==> config.mk <==
export PLATFORM = sky130hd
export DESIGN_NAME = uart_tx_arbiter
export DESIGN_NICKNAME = d
export VERILOG_FILES = /design/src/rtl/uart_tx_arbiter.sv
export SDC_FILE = /design/constraint.sdc
export NUM_CORES = 1
export LEC_CHECK = 0
export CAP_MARGIN = 20
export CORE_UTILIZATION = 25
export DETAILED_ROUTE_END_ITERATION = 7
export MAX_ROUTING_LAYER = met4
export RECOVER_POWER = 25
export SYNTH_ARGS = -nofsm -noshare
export SYNTH_HDL_FRONTEND = slang
export SYNTH_SLANG_ARGS = --single-unit
==> constraint.sdc <==
create_clock -name clk -period 2.1 [get_ports clk]
set_clock_uncertainty 0.05 [all_clocks]
set_input_delay 0.315 -clock clk [delete_from_list [all_inputs] [get_ports clk]]
set_output_delay 0.315 -clock clk [all_outputs]
set_load 0.02 [all_outputs]
==> src/rtl/uart_tx_arbiter.sv <==
// -----------------------------------------------------------------------------
// uart_tx_arbiter
//
// Shares one UART transmitter between NUM_REQ byte producers. A round-robin
// arbiter picks one pending requester, latches its byte, and walks the
// transmitter through exactly one frame using its enable/done handshake:
//   IDLE -> LAUNCH -> WAIT_START (tx_en high until tx_done drops)
//        -> WAIT_DONE (tx_en low until tx_done rises) -> IDLE
// Each wait phase is bounded by TIMEOUT cycles. On expiry the frame is
// abandoned and the sticky timeout_err flag is set.
//
// Build option:
//   UART_ARB_FIXED_PRIO_EN  when defined, the lowest pending index always
//                           wins and no round-robin pointer exists.
//                           Timing is identical in both builds.
//
// Parameters:
//   NUM_REQ  number of requesters (2..8)
//   DATA_W   byte width, fixed at 8 to match the transmitter
//   TIMEOUT  max cycles in each wait phase before abort (>= 16)
//
// Ports:
//   clk          system clock, rising edge
//   rst          synchronous active-high reset
//   req_valid    per-requester byte pending, held until req_ready
//   req_data     packed bytes, requester i at [i*8+7:i*8]
//   req_ready    one-hot, single-cycle accept pulse
//   tx_data      byte presented to the transmitter
//   tx_en        transmitter enable
//   tx_done      transmitter done level (low while a frame is in flight)
//   grant_id     index of the current or last granted requester
//   busy         high whenever the arbiter is not idle
//   timeout_err  sticky abort flag, cleared only by rst
// -----------------------------------------------------------------------------
module uart_tx_arbiter #(
  parameter int NUM_REQ = 4,
  parameter int DATA_W  = 8,
  parameter int TIMEOUT = 64
) (
  input  logic                        clk,
  input  logic                        rst,
  input  logic [NUM_REQ-1:0]          req_valid,
  input  logic [NUM_REQ*DATA_W-1:0]   req_data,
  output logic [NUM_REQ-1:0]          req_ready,
  output logic [DATA_W-1:0]           tx_data,
  output logic                        tx_en,
  input  logic                        tx_done,
  output logic [$clog2(NUM_REQ)-1:0]  grant_id,
  output logic                        busy,
  output logic                        timeout_err
);

  localparam int ID_W  = $clog2(NUM_REQ);
  localparam int CNT_W = $clog2(TIMEOUT + 1);

  // The counter holds the number of cycles already spent in a wait phase.
  // When it reaches TIMEOUT-1, the current cycle is the last one allowed.
  localparam logic [CNT_W-1:0] CNT_LAST = CNT_W'(TIMEOUT - 1);

  typedef enum logic [1:0] {
    ST_IDLE       = 2'd0,
    ST_LAUNCH     = 2'd1,
    ST_WAIT_START = 2'd2,
    ST_WAIT_DONE  = 2'd3
  } state_t;

  state_t              state_r;
  state_t              state_nxt_s;
  logic [CNT_W-1:0]    cnt_r;
  logic [CNT_W-1:0]    cnt_nxt_s;

  logic [NUM_REQ-1:0]  ready_nxt_s;
  logic [DATA_W-1:0]   tx_data_nxt_s;
  logic                tx_en_nxt_s;
  logic [ID_W-1:0]     grant_nxt_s;
  logic                busy_nxt_s;
  logic                err_nxt_s;

  logic                win_found_s;
  logic [ID_W-1:0]     win_idx_s;
  logic [ID_W-1:0]     idx_v_s;
  logic [DATA_W-1:0]   win_byte_s;
  logic [NUM_REQ-1:0]  win_onehot_s;

`ifndef UART_ARB_FIXED_PRIO_EN
  logic [ID_W-1:0]     rr_ptr_r;
  logic [ID_W-1:0]     rr_ptr_nxt_s;
`endif

`ifdef UART_ARB_FIXED_PRIO_EN
  // Fixed-priority winner select: the lowest pending index wins.
  always_comb begin
    win_found_s = 1'b0;
    win_idx_s   = {ID_W{1'b0}};
    idx_v_s     = {ID_W{1'b0}};
    for (int k = 0; k < NUM_REQ; k++) begin
      idx_v_s = ID_W'(k);
      if (!win_found_s && req_valid[idx_v_s]) begin
        win_found_s = 1'b1;
        win_idx_s   = idx_v_s;
      end else begin
        win_found_s = win_found_s;
      end
    end
  end
`else
  // Round-robin winner select: search upward from the slot after the last
  // winner, wrapping modulo NUM_REQ, and take the first pending requester.
  always_comb begin
    win_found_s = 1'b0;
    win_idx_s   = {ID_W{1'b0}};
    idx_v_s     = {ID_W{1'b0}};
    for (int k = 1; k <= NUM_REQ; k++) begin
      idx_v_s = ID_W'((int'(rr_ptr_r) + k) % NUM_REQ);
      if (!win_found_s && req_valid[idx_v_s]) begin
        win_found_s = 1'b1;
        win_idx_s   = idx_v_s;
      end else begin
        win_found_s = win_found_s;
      end
    end
  end
`endif

  // Byte mux and one-hot ready vector for the selected winner.
  always_comb begin
    win_byte_s   = {DATA_W{1'b0}};
    win_onehot_s = {{(NUM_REQ-1){1'b0}}, 1'b1} << win_idx_s;
    for (int k = 0; k < NUM_REQ; k++) begin
      if (ID_W'(k) == win_idx_s) begin
        win_byte_s = req_data[k*DATA_W +: DATA_W];
      end else begin
        win_byte_s = win_byte_s;
      end
    end
  end

  // Next-state and next-output logic for the frame sequencer.
  always_comb begin
    state_nxt_s   = state_r;
    cnt_nxt_s     = cnt_r;
    ready_nxt_s   = {NUM_REQ{1'b0}};   // req_ready is a single-cycle pulse
    tx_data_nxt_s = tx_data;           // held stable until the next grant
    tx_en_nxt_s   = tx_en;
    grant_nxt_s   = grant_id;
    busy_nxt_s    = busy;
    err_nxt_s     = timeout_err;
`ifndef UART_ARB_FIXED_PRIO_EN
    rr_ptr_nxt_s  = rr_ptr_r;
`endif

    case (state_r)
      ST_IDLE: begin
        if (win_found_s) begin
          tx_data_nxt_s = win_byte_s;
          grant_nxt_s   = win_idx_s;
          ready_nxt_s   = win_onehot_s;
          tx_en_nxt_s   = 1'b1;
          busy_nxt_s    = 1'b1;
          state_nxt_s   = ST_LAUNCH;
`ifndef UART_ARB_FIXED_PRIO_EN
          rr_ptr_nxt_s  = win_idx_s;
`endif
        end else begin
          tx_en_nxt_s = 1'b0;
          busy_nxt_s  = 1'b0;
        end
      end

      ST_LAUNCH: begin
        tx_en_nxt_s = 1'b1;
        cnt_nxt_s   = {CNT_W{1'b0}};
        state_nxt_s = ST_WAIT_START;
      end

      ST_WAIT_START: begin
        // Only an explicit 0 counts as "started"; an unknown level keeps
        // waiting, so a silent transmitter ends in a timeout.
        if (tx_done == 1'b0) begin
          tx_en_nxt_s = 1'b0;
          cnt_nxt_s   = {CNT_W{1'b0}};
          state_nxt_s = ST_WAIT_DONE;
        end else if (cnt_r >= CNT_LAST) begin
          tx_en_nxt_s = 1'b0;
          err_nxt_s   = 1'b1;
          busy_nxt_s  = 1'b0;
          cnt_nxt_s   = {CNT_W{1'b0}};
          state_nxt_s = ST_IDLE;
        end else begin
          cnt_nxt_s = cnt_r + CNT_W'(1);
        end
      end

      ST_WAIT_DONE: begin
        tx_en_nxt_s = 1'b0;
        if (tx_done == 1'b1) begin
          busy_nxt_s  = 1'b0;
          cnt_nxt_s   = {CNT_W{1'b0}};
          state_nxt_s = ST_IDLE;
        end else if (cnt_r >= CNT_LAST) begin
          err_nxt_s   = 1'b1;
          busy_nxt_s  = 1'b0;
          cnt_nxt_s   = {CNT_W{1'b0}};
          state_nxt_s = ST_IDLE;
        end else begin
          cnt_nxt_s = cnt_r + CNT_W'(1);
        end
      end

      default: begin
        tx_en_nxt_s = 1'b0;
        busy_nxt_s  = 1'b0;
        cnt_nxt_s   = {CNT_W{1'b0}};
        state_nxt_s = ST_IDLE;
      end
    endcase
  end

  // State, counter and registered outputs; reset abandons any frame.
  always_ff @(posedge clk) begin
    if (rst) begin
      state_r     <= ST_IDLE;
      cnt_r       <= {CNT_W{1'b0}};
      req_ready   <= {NUM_REQ{1'b0}};
      tx_data     <= {DATA_W{1'b0}};
      tx_en       <= 1'b0;
      grant_id    <= {ID_W{1'b0}};
      busy        <= 1'b0;
      timeout_err <= 1'b0;
`ifndef UART_ARB_FIXED_PRIO_EN
      rr_ptr_r    <= ID_W'(NUM_REQ - 1);   // requester 0 wins first
`endif
    end else begin
      state_r     <= state_nxt_s;
      cnt_r       <= cnt_nxt_s;
      req_ready   <= ready_nxt_s;
      tx_data     <= tx_data_nxt_s;
      tx_en       <= tx_en_nxt_s;
      grant_id    <= grant_nxt_s;
      busy        <= busy_nxt_s;
      timeout_err <= err_nxt_s;
`ifndef UART_ARB_FIXED_PRIO_EN
      rr_ptr_r    <= rr_ptr_nxt_s;
`endif
    end
  end

endmodule

# Yosys cells after proc, flatten, opt, wreduce, memory -nomap -nowiden
# Cells that the tools add are included.
[word_totals] register_bits=28 latchBits=0 ramBits=0 rom_bits=0 input_bits=39 output_inout_bits=17 wordCells=88 memories=0
[op_classes] n_addsub=5 n_mul=0 n_div=0 magnitude_cmp=5 eq_ne=10 shifts=1 n_mux=41 n_bitwise=2 n_reduce_logical=15
[ops] cell="two-way mux 8 bit" n=4
[ops] cell="two-way mux 7 bit" n=3
[ops] cell="case mux 7 bit (3 select lines)" n=1
[ops] cell="two-way mux 1 bit" n=17
[ops] cell="two-way mux 2 bit" n=8
[ops] cell="< comparator 2 x 3 -> 1 bit, second input constant" n=4
[ops] cell="binary-select mux 1 bit (select 2 bit)" n=4
[ops] cell="case mux 2 bit (4 select lines)" n=1
[ops] cell="adder 7 x 1 -> 7 bit, second input constant" n=1
[ops] cell=">= comparator 7 x 6 -> 1 bit, second input constant" n=1
[ops] cell="inequality test 2 bit, second input constant" n=3
[ops] cell="nonzero test 3 bit" n=2
[ops] cell="adder 2 x 1 -> 2 bit, second input constant" n=2
[ops] cell="adder 2 bit, second input constant" n=2
[ops] cell="equality test 2 bit, first input constant" n=2
[ops] cell="equality test 2 bit, second input constant" n=2
[ops] cell="zero test 2 bit" n=2
[ops] cell="case mux 1 bit (4 select lines)" n=1
[ops] cell="AND reduction 2 bit" n=2
[ops] cell="left shift 1 x 2 -> 4 bit, first input constant" n=1
[ops] cell="logical AND 1 bit" n=3
[ops] cell="zero test 1 bit" n=3
[ops] cell="inequality test 3 bit, second input constant" n=1
[ops] cell="case mux 1 bit (3 select lines)" n=1
[ops] cell="other kinds (7)" n=8

# Longest topological paths before layout
[depth] ltp_word=18 mapped_depth=8 ltp_nobuf=6

# Worst setup path after synthesis
# No wires, ideal clock.
[synth_timing] path_type="input port to flip-flop" startpoint="input port rst" endpoint="register tx_data[6]" setup_ns=0.073 t_arrival_ns=1.402 t_required_ns=1.977 path_slack_ns=0.574 cell_stages=8 path_buffers=3 cell_sequence="buf_2 > nor3_4 > nor2b_1 > buf_4 > buf_6 > nand3_1 > mux2_2 > o211ai_2"
[synth_lines] item="start, declared" line_no="41" rtl="input logic rst,"
[synth_lines] item="end signal, assigned" line_no="225" rtl="tx_data <= {DATA_W{1'b0}};"
[synth_lines] item="end signal, assigned" line_no="237" rtl="tx_data <= tx_data_nxt_s;"
[synth_lines] item="end, declared" line_no="45" rtl="output logic [DATA_W-1:0] tx_data,"

# Worst setup path in the final report
[layout_timing] startpoint="register cnt_r[0]" endpoint="register busy"
[layout_via] elab_chain_len=4 elab_cells_between_ends=5 cone_classes="order compare (1); mux (4)"
[layout_lines] item="start, declared" line_no="69" rtl="logic [CNT_W-1:0] cnt_r;"
[layout_lines] item="start signal, assigned" line_no="223" rtl="cnt_r <= {CNT_W{1'b0}};"
[layout_lines] item="start signal, assigned" line_no="235" rtl="cnt_r <= cnt_nxt_s;"
[layout_lines] item=">= comparator 7 x 6 -> 1 bit *" line_no="183, 200"
[layout_lines] item="two-way mux 1 bit *"
[layout_lines] item="two-way mux 1 bit (on tied branches)"
[layout_lines] item="case mux 1 bit (3 select lines) *"
[layout_lines] item="end signal, assigned" line_no="240" rtl="busy <= busy_nxt_s;"
[layout_lines] item="end, declared" line_no="49" rtl="output logic busy,"
# Mark *: on every way between the ends. The rest lies on a longest branch, timed or not. The select of a mux whose other input is x is not followed.
# A chain may end at the register's enable or synchronous reset.

==> results.toml <==
[status]
status = "complete, no violations"

[yosys]
synthAdderAreaFrac = 0.00814
muxShareOfSynthArea = 0.117
synth-seq-cells = 28
synth-seq-area-share = 0.365
syn_area_per_cell_um2 = 9.10
yosys.area_share.simple = 0.241
synth.distinct_cells = 39
synth_top_cell_by_area = "dfxtp_1"
synth_top_family_by_area = "simple AND/OR/NAND/NOR gates"
synth.cell_area_um2 = 1540
synth_top_area_share = 0.365
synth-xor-area-share = 0.00570
synthCells = 169
yosys_warnings = 0
syn_nets = 209
ys_top_cells_by_area = "dfxtp_1, o211ai_2, mux2i_1, mux2_2, nand3_1"
synth_compound_area_frac = 0.199

[clock_network]
cts_resized = 0
cts_setup_buffers = 0
htreeDepth = 1
clk_pin_slew_ns = 0.10
cts_tree = "done"
cts_hold_buf = 0
clkSinkCount = 28
numCtsBuffers = 3
clockRootBuffer = "clkbuf_8"
clockBufferDepth = 2
insertion_delay_ns = 0.27

[critical_path]
critPathLaunch = "cnt_r[0]"
crit_buf_inv = 1
critPathLaunchType = "register"
end_kind = "register"
cp_cell_sequence = "ha_1, a21oi_1, o21bai_1, clkbuf_1, o21ai_0, o211a_1"
reg2reg_from = "cnt_r[0]"
critPathMaxStageDelay_ns = 0.40
crit_family = "compound AO/OA/AOI/OAI gates"
cp.required_ns = 2.23
slowest_stage = "dfxtp_1"
cp.arrival_ns = 1.92
worstSetupPathType = "register to register"
critPathMaxFanout = 11

[floorplanning]
initial_utilization = 0.260
coreArea_um2 = 5920
rows = 28
die_w_um = 80.4
die_area_um2 = 6470
die_h_um = 80.4
ios = 56

[detailed_routing]
wl_per_cell_um = 11.9
drt-total-wl_mm = 3.61
via_per_inst = 4.69
drt_drc_violations_left = 0
num_vias = 1420
drtIter0Drc = 133
first_pass_iters = 4
ant_nets = 0

[cells_and_area]
drive_gt1_frac = 0.154
n_antenna_cell = 0
final_util = 0.383
n_fill_cell = 599
area_growth_pct = 47.4
final_nets = 269

[global_route]
grt_pass1_vias = 1322
antenna_found_initial = 0
grt_use_total = 0.119
grt_pass1_wl_mm = 5.89
grt_max_degree = 22
grt_overflow = 0

[hold_path]
hp-class = "register to register"
worstHoldStart = "grant_id[1]"

[power]
p_leak_nw = 0.846
ir_worst_vdd_uv = 259
power.density_nw_per_um2 = 671

[run]
drv_cap = 0

[place]
dpl.hpwl_mm = 2.67
gp_congestion = 0.783
numPortBuffers = 55

[timing]
max_freq_mhz = 559
hold_viol = 0
rsz0062_at_grt = "false"
layout_min_cycle_time_ns = 1.79
whs_ns = 0.401
tns_ns = 0
slew_headroom = 0.638
worst_pin_slew_ns = 0.540
setup_viol = 0
period_share = 0.852
finalMaxSlewViolations = 0
## cells in the final DEF (no fill, tap or decap), drive strengths merged
cell and count:
o2bb2ai 1, inv 2, nor3 6, o211a 1, dfxtp 28, a22oi 1
clkdlybuf4s50 53, o21ai 6, a21o 1, o221ai 1, a31oi 2, o31a 1
dlygate4sd3 2, a211oi 2, buf 10, and2 2, nor2 15, nand4 2
nor2b 4, nand2 17, o211ai 8, nand2b 2, mux2i 9, o21bai 3
nor4 4, xor2 1, mux2 8, and3 1, a21oi 9, nand3 17
clkbuf 6, ha 1, o21a 1, nand3b 1
## layer usage
layer,GRT usage,part of all wire,vias up
li1,-,-,728
met1,0.151,0.48,654
met2,0.179,0.46,33
met3,0.0307,0.053,5
met4,0.0500,0.012,0
met5,-,0,-
## tightest hold or removal path: stages, from the launching register on
cell and delay [ns]:
dfxtp_1 0.32, nand2_1 0.05, nand2_1 0.04
## logic make-up after synthesis
logic type | count (synthesis)
AND/OR/NAND/NOR | 71
AO/OA/AOI/OAI | 37
flip-flops | 28
multiplexers | 17
buffers and inverters | 14
XOR/XNOR | 1
adder cells (fa/ha/maj) | 1
## sequential cells by signal (all words and copies together), names as in the netlist
| register | cells |
|---|---|
| tx_en | 1 |
| state_r | 2 |
| grant_id | 2 |
| rr_ptr_r | 2 |
| timeout_err | 1 |
| cnt_r | 7 |
| tx_data | 8 |
| busy | 1 |
| req_ready | 4 |
## report_power, final
group	internal (W)	switching, W
Sequential	0.000589	0.0000452
Clock	0.000168	0.000173
Combinational	0.000293	0.000252
Total	0.00105	0.000470
## synthesized netlist by cell type
| master | count |
|---|---|
| o211ai_2 | 8 |
| o31a_1 | 1 |
| nor3_2 | 1 |
| a21oi_1 | 9 |
| o2bb2ai_1 | 1 |
| buf_6 | 4 |
| o211a_1 | 1 |
| buf_4 | 4 |
| nand3b_1 | 1 |
| o21a_1 | 1 |
| nand2b_1 | 2 |
| nor3_1 | 4 |
| a31oi_4 | 1 |
| a22oi_1 | 1 |
| and2_1 | 2 |
| nor2b_1 | 4 |
| o21bai_1 | 3 |
| nand4_1 | 2 |
| inv_1 | 2 |
| clkbuf_1 | 2 |
| dfxtp_1 | 28 |
| and3_1 | 1 |
| nor4_1 | 3 |
| xor2_1 | 1 |
| nand2_1 | 17 |
| mux2i_1 | 9 |
| o221ai_2 | 1 |
| a21o_1 | 1 |
| a31oi_1 | 1 |
| a211oi_1 | 2 |
| nor2_2 | 1 |
| nor4_4 | 1 |
| nand3_1 | 17 |
| nor3_4 | 1 |
| o21ai_0 | 6 |
| ha_1 | 1 |
| buf_2 | 2 |
| mux2_2 | 8 |
| nor2_1 | 14 |
## path summary, 6_finish.rpt
| kind | end | slack, ns | depth (start not counted) |
|---|---|---|---|
| min | grant_id[1] | 0.40 | 2 |
| min reg2reg | grant_id[1] | 0.40 | 2 |
| max reg2reg | busy | 0.31 | 6 |
| max | busy | 0.31 | 6 |
## per-stage QoR
stage / cells / area [um2] / total power, W / worst slack, ns
floorplan: 169 / 1540 / 0.000962 / 0.574
global placement: 299 / 2230 / 0.00120 / 0.0767
detailed placement: 299 / 2230 / 0.00120 / 0.0646
CTS: 303 / 2280 / 0.00155 / 0.341
global route: 303 / 2270 / 0.00160 / 0.119
finish: 303 / 2270 / 0.00152 / 0.312
## area by class of cell
type                       count  area [um2]  area share
timing repair buffer          67         683       0.301
sequential                    28         561       0.247
tap                           75        93.8      0.0414
multi-input combinational    127         866       0.382
clock buffer                   4        55.1      0.0243
inverter                       2        7.51     0.00331
(Power assumes the default switching activity.)
